### src/rtl/seq_pkg.sv
// Shared constants for the recurrence-sequence generator: recurrence select codes
// and FSM state encoding.
package seq_pkg;

  localparam logic [1:0] SEQ_FIB   = 2'b00;
  localparam logic [1:0] SEQ_PELL  = 2'b01;
  localparam logic [1:0] SEQ_JACOB = 2'b10;

  typedef logic [1:0] state_t;

  localparam state_t ST_IDLE = 2'd0;
  localparam state_t ST_RUN  = 2'd1;
  localparam state_t ST_DONE = 2'd2;

endpackage

### src/rtl/seq_next.sv
// Combinational next-term datapath: f(k+1) from a = f(k-1), b = f(k) for the
// selected second-order recurrence, with a carry flag for any lost upper bits.
module seq_next
  import seq_pkg::*;
#(
  parameter int MSB = 63
) (
  input  logic [MSB:0] a,
  input  logic [MSB:0] b,
  input  logic [1:0]   mode,
  output logic [MSB:0] next,
  output logic         carry
);

  // Two guard bits hold the worst case 3 * (2^W - 1).
  logic [MSB+2:0] a_x;
  logic [MSB+2:0] b_x;
  logic [MSB+2:0] sum;

  assign a_x = {2'b00, a};
  assign b_x = {2'b00, b};

  always_comb begin
    sum = '0;
    case (mode)
      SEQ_PELL:  sum = (b_x << 1) + a_x;
      SEQ_JACOB: sum = b_x + (a_x << 1);
      default:   sum = b_x + a_x;
    endcase
  end

  assign next  = sum[MSB:0];
  assign carry = |sum[MSB+2:MSB+1];

endmodule

### src/rtl/fib_seq_gen.sv
// Recurrence-sequence generator: loads two seeds and streams f(0)..f(n) over a
// valid/ready interface with per-term wrap tagging and a sticky overflow flag.
module fib_seq_gen
  import seq_pkg::*;
#(
  parameter int MSB  = 63,
  parameter int CNTW = 16
) (
  input  logic            clk,
  input  logic            rst_n,
  input  logic            start,
  input  logic [1:0]      mode,
  input  logic [MSB:0]    f0,
  input  logic [MSB:0]    f1,
  input  logic [CNTW-1:0] n,
  output logic            out_valid,
  input  logic            out_ready,
  output logic [MSB:0]    out_data,
  output logic            out_last,
  output logic            out_ovf,
  output logic            busy,
  output logic            done,
  output logic            ovf
);

  state_t          state;
  logic [MSB:0]    a;
  logic [MSB:0]    b;
  logic            a_w;
  logic            b_w;
  logic [CNTW-1:0] idx;
  logic [CNTW-1:0] n_q;
  logic [1:0]      mode_q;
  logic            ovf_q;

  logic [MSB:0]    next;
  logic            carry;
  logic            is_last;

  seq_next #(
    .MSB (MSB)
  ) u_seq_next (
    .a     (a),
    .b     (b),
    .mode  (mode_q),
    .next  (next),
    .carry (carry)
  );

  assign is_last = (idx == n_q);

  always_ff @(posedge clk or negedge rst_n) begin
    if (!rst_n) begin
      state  <= ST_IDLE;
      a      <= '0;
      b      <= '0;
      a_w    <= 1'b0;
      b_w    <= 1'b0;
      idx    <= '0;
      n_q    <= '0;
      mode_q <= SEQ_FIB;
      ovf_q  <= 1'b0;
    end else begin
      case (state)
        ST_IDLE: begin
          if (start) begin
            a      <= f0;
            b      <= f1;
            a_w    <= 1'b0;
            b_w    <= 1'b0;
            idx    <= '0;
            n_q    <= n;
            mode_q <= mode;
            ovf_q  <= 1'b0;
            state  <= ST_RUN;
          end
        end
        ST_RUN: begin
          if (out_ready) begin
            ovf_q <= ovf_q | a_w;
            if (is_last) begin
              // Lookahead b is dropped here, so its wrap never reaches ovf.
              state <= ST_DONE;
            end else begin
              a   <= b;
              a_w <= b_w;
              b   <= next;
              b_w <= carry | a_w | b_w;
              idx <= idx + CNTW'(1);
            end
          end
        end
        ST_DONE: state <= ST_IDLE;
        default: state <= ST_IDLE;
      endcase
    end
  end

  assign out_valid = (state == ST_RUN);
  assign out_data  = out_valid ? a : '0;
  assign out_last  = out_valid & is_last;
  assign out_ovf   = out_valid & a_w;
  assign busy      = (state != ST_IDLE);
  assign done      = (state == ST_DONE);
  assign ovf       = ovf_q;

endmodule

### config.mk
export PLATFORM = sky130hd
export DESIGN_NAME = fib_seq_gen
export DESIGN_NICKNAME = d
export VERILOG_FILES = /design/src/rtl/seq_pkg.sv /design/src/rtl/seq_next.sv /design/src/rtl/fib_seq_gen.sv
export SDC_FILE = /design/constraint.sdc
export NUM_CORES = 1
export LEC_CHECK = 0
export CAP_MARGIN = 20
export CORE_AREA = 2 2 314 238
export CTS_BUF_LIST = sky130_fd_sc_hd__clkbuf_4
export DETAILED_ROUTE_END_ITERATION = 6
export DIE_AREA = 0 0 316 240
export GPL_TIMING_DRIVEN = 0
export PLACE_DENSITY = 0.47
export SYNTH_ARGS = -nofsm -noshare
export SYNTH_HDL_FRONTEND = slang
export SYNTH_HIERARCHICAL = 1
export SYNTH_SLANG_ARGS = --single-unit
### constraint.sdc
create_clock -name clk -period 4.4 [get_ports clk]
set_clock_uncertainty 0.1 [all_clocks]
set_input_delay 0.44 -clock clk [delete_from_list [all_inputs] [get_ports clk]]
set_output_delay 0.44 -clock clk [all_outputs]
set_load 0.01 [all_outputs]
==> flow_metrics.tcl <==
set metrics [dict create \
    status "complete, but fails checks" \
    violations "negative setup slack" \
    crit_family "compound AO/OA/AOI/OAI gates" \
    cts_max_path_buffers 2 \
    wl_met3_microns 4430 \
    detailed_place.area_sq_um 25100 \
    clock.fmax_ghz 0.222 \
    critPathMaxFanout 5 \
    synth.yosys.seq_area_share_pct 19.3 \
    cts_root_buf "clkbuf_4" \
    cp-end-kind "flop" \
    dp.final_hpwl_microns 72700 \
    grt_use_total_pct 23.6 \
    max-cap-violations 0 \
    drtIter0Drc 1880 \
    coreArea_sq_um 72800 \
    avgRoutedWirePerCell_microns 22.5 \
    setup_viol 4 \
    grt_overflow_total 0 \
    via_per_inst 5.45 \
    final_net_count 3400 \
    ys_ff_latch 167 \
    period_share_pct 102 \
    pin_count_of_the_biggest_net_entering_global_routing 102 \
    layout_min_cycle_time_ns 4.50 \
    weighted_congestion_reported_at_the_end_of_routability_driven_placement 0.926 \
    total_non_filler_cell_area_in_the_finished_layout_sq_um 26900 \
    detailedRoute.firstPassIterationCount 5 \
    chipWidth_microns 316 \
    worst_slack_ns -0.103 \
    post-route-drc-count 0 \
    portBuffers 219 \
    netlist-cell-type-count 85 \
    antenna_violations_before_repair 5 \
    path_buf_inv 3 \
    arrival_ns 5.15 \
    crit_required_ns 5.05 \
    num_rows 86 \
    mappedNetlistNets 3115 \
    clk-insertion-delay-late_ns 0.86 \
    layout-drive-gt1-share_pct 15.7 \
    drt.antenna.violating_nets 0 \
    crit_top_cell "buf_4" \
    boundaryPins 220 \
    clkTransAtPathRegs_ns 0.20 \
    maxSlewViolCount 0 \
    synth_flop_cell "dfrtp_1" \
    clock-sinks 167 \
    first_global_vias 21500 \
    crit_path_max_incr_delay_ns 0.47 \
    highest-signal-layer "met4" \
    htree_num_levels 4 \
    worst_slew_pin_slew_ns 1.20 \
    sum_neg_setup_slack_ns -0.190 \
    worstSetupStartpointType "flop" \
    floorplan.initialDensity_pct 29.7 \
    met2WireLength_microns 37800 \
    die_area_sq_um 75800 \
    via_count 22000 \
    synthesis.yosys.warnings 6 \
    totalWireLength_microns 90800 \
    max_transition_margin_pct 19.5 \
    avgSynthCellArea_sq_um 7.82 \
    hold_ws_ns 0.0797 \
    crit_path_top_delay_cell "dfrtp_2" \
    postSynthCellCount 2769 \
    numCtsBuffers 17 \
    wire_length_of_the_first_global_routing_pass_microns 136000 \
    worst-setup-path-type "reg -> reg" \
    path_cells "buf_4, ha_1, a21oi_4, nor4b_4, o211ai_1, o21ai_1, buf_4, a41oi_2, o21ai_2, buf_4, a31oi_4, o211ai_1, a221o_1, a21oi_1, xnor2_1, a221o_1, nand2_1, nand2_1, mux2_4" \
    pre_cts_ws_ns -1.05 \
    holdCritPathClass "in -> reg" \
    async_flop_share_pct 100 \
    rsz0062_at_grt "yes" \
    die_h_microns 240 \
    cts_tree "done" \
    syn_area_sq_um 21700 \
    hold_violations 0 \
    area_delta_synth_final_pct 24.1 \
    synth_enable_flop_cells 0 \
    m1WireLength_microns 47000 \
]
-- what timing repair did --
action                                  in CTS  in global routing
hold buffers                                 5                  0
gates resized for setup                    130                112
pin swaps                                   20                 46
buffers inserted                            23                 41
endpoints found under the hold margin      169                  0
endpoints found under the setup margin      96                 37
-- area by class of cell --
type                       instances  area, sq um
timing repair buffer             290         2780
multi-input combinational       2385        17400
tap                              968         1210
fill                            7606        46000
antenna                            9         22.5
clock buffer                      17          128
sequential                       167         4230
buffer                           143          782
inverter                          50          188
clock inverter                    14          173
-- state kept, by name, indices dropped and copies added (netlist names) --
register and flops:
ovf 1, a 64, b_w 1, state 2, mode_q 2, idx 16
a_w 1, n_q 16, b 64
-- final timing paths --
| kind | slack (ns) | end | cells past startpoint | from |
|---|---|---|---|---|
| worst max-delay path | -0.10 | b[57]$_DFFE_PN0P_ | 19 | b[1]$_DFFE_PN0P_ |
| worst min-delay path | 0.08 | n_q[7]$_DFFE_PN0P_ | 2 | n[7] |
| worst max register to register | -0.10 | b[57]$_DFFE_PN0P_ | 19 | b[1]$_DFFE_PN0P_ |
| worst min register to register | 0.42 | state[0]$_DFFE_PN0P_ | 1 | state[1]$_DFFE_PN0P_ |
| max in group asynchronous | 1.82 | a[25]$_DFFE_PN0P_ | 4 | rst_n |
| min in group asynchronous | 0.55 | b[29]$_DFFE_PN0P_ | 3 | rst_n |
-- per-layer routing --
metal | GRT usage, % | up-vias
met2 | 34.6 | 580
met5 | 0 | -
met1 | 35.9 | 10800
li1 | - | 10600
met4 | 5.40 | 0
met3 | 3.45 | 71
-- cells in the final DEF, fill, tap and decap left out, types with 80 or more instances in the layout --
| cell | Yosys | final |
|---|---|---|
| a21o_1 | 155 | 155 |
| a21oi_1 | 263 | 238 |
| and2_1 | 80 | 80 |
| clkbuf_1 | 133 | 100 |
| clkdlybuf4s50_1 | 0 | 218 |
| dfrtp_1 | 167 | 128 |
| ha_1 | 193 | 171 |
| mux2_4 | 109 | 110 |
| nand2_1 | 533 | 530 |
| nor2_1 | 113 | 110 |
| o21ai_0 | 128 | 110 |
| xnor2_1 | 104 | 102 |
| xor2_1 | 84 | 84 |
-- cells by family after synthesis --
kind of cell	share of synthesized area (%)
and+or+nand+nor	21.6
AOI/OAI and AO/OA	25.5
buffers and inverters	4.82
adders and majority gates	11.4
xor gates and xnor gates	7.60
DFF	19.3
muxes	9.76
-- through the flow --
step	utilization (%)	instances
after detailed placement	34.5	3960
final	36.9	4043
after floorplan	-	2769
after global placement	34.4	3956
after global routing	36.9	4042
after CTS	36.0	4014
-- Yosys cell counts (7+ instances only) --
cell,instances,area [sq um]
clkbuf_1,133,499
o21ai_0,128,641
nor2_1,113,424
o31ai_1,14,105
a31o_2,9,78.8
o21a_1,22,165
nand2_1,533,2000
and2_1,80,500
mux2_4,109,1640
nand4_1,49,307
a22oi_1,18,135
a21oi_1,263,1320
nor4_1,9,56.3
buf_2,7,35.0
nor3b_1,12,90.1
a221oi_1,51,447
dfrtp_1,167,4180
o211ai_1,12,90.1
xnor2_1,104,911
a211o_1,8,70.1
nand2b_1,28,175
or3_1,10,62.6
mux2_2,38,428
buf_1,10,37.5
nand3_1,51,255
buf_12,11,220
and4_1,10,87.6
nor2b_1,27,169
xor2_1,84,736
a221o_1,11,110
a21o_1,155,1160
inv_1,49,184
a31oi_1,31,194
a211oi_1,18,135
a21boi_0,10,75.1
o21bai_1,31,233
and3_1,25,156
ha_1,193,2410
nor3_1,36,180
Power is left out: the tool's default activity adds up to more than one toggle a clock period on the data nets, which glitch-free logic cannot reach.
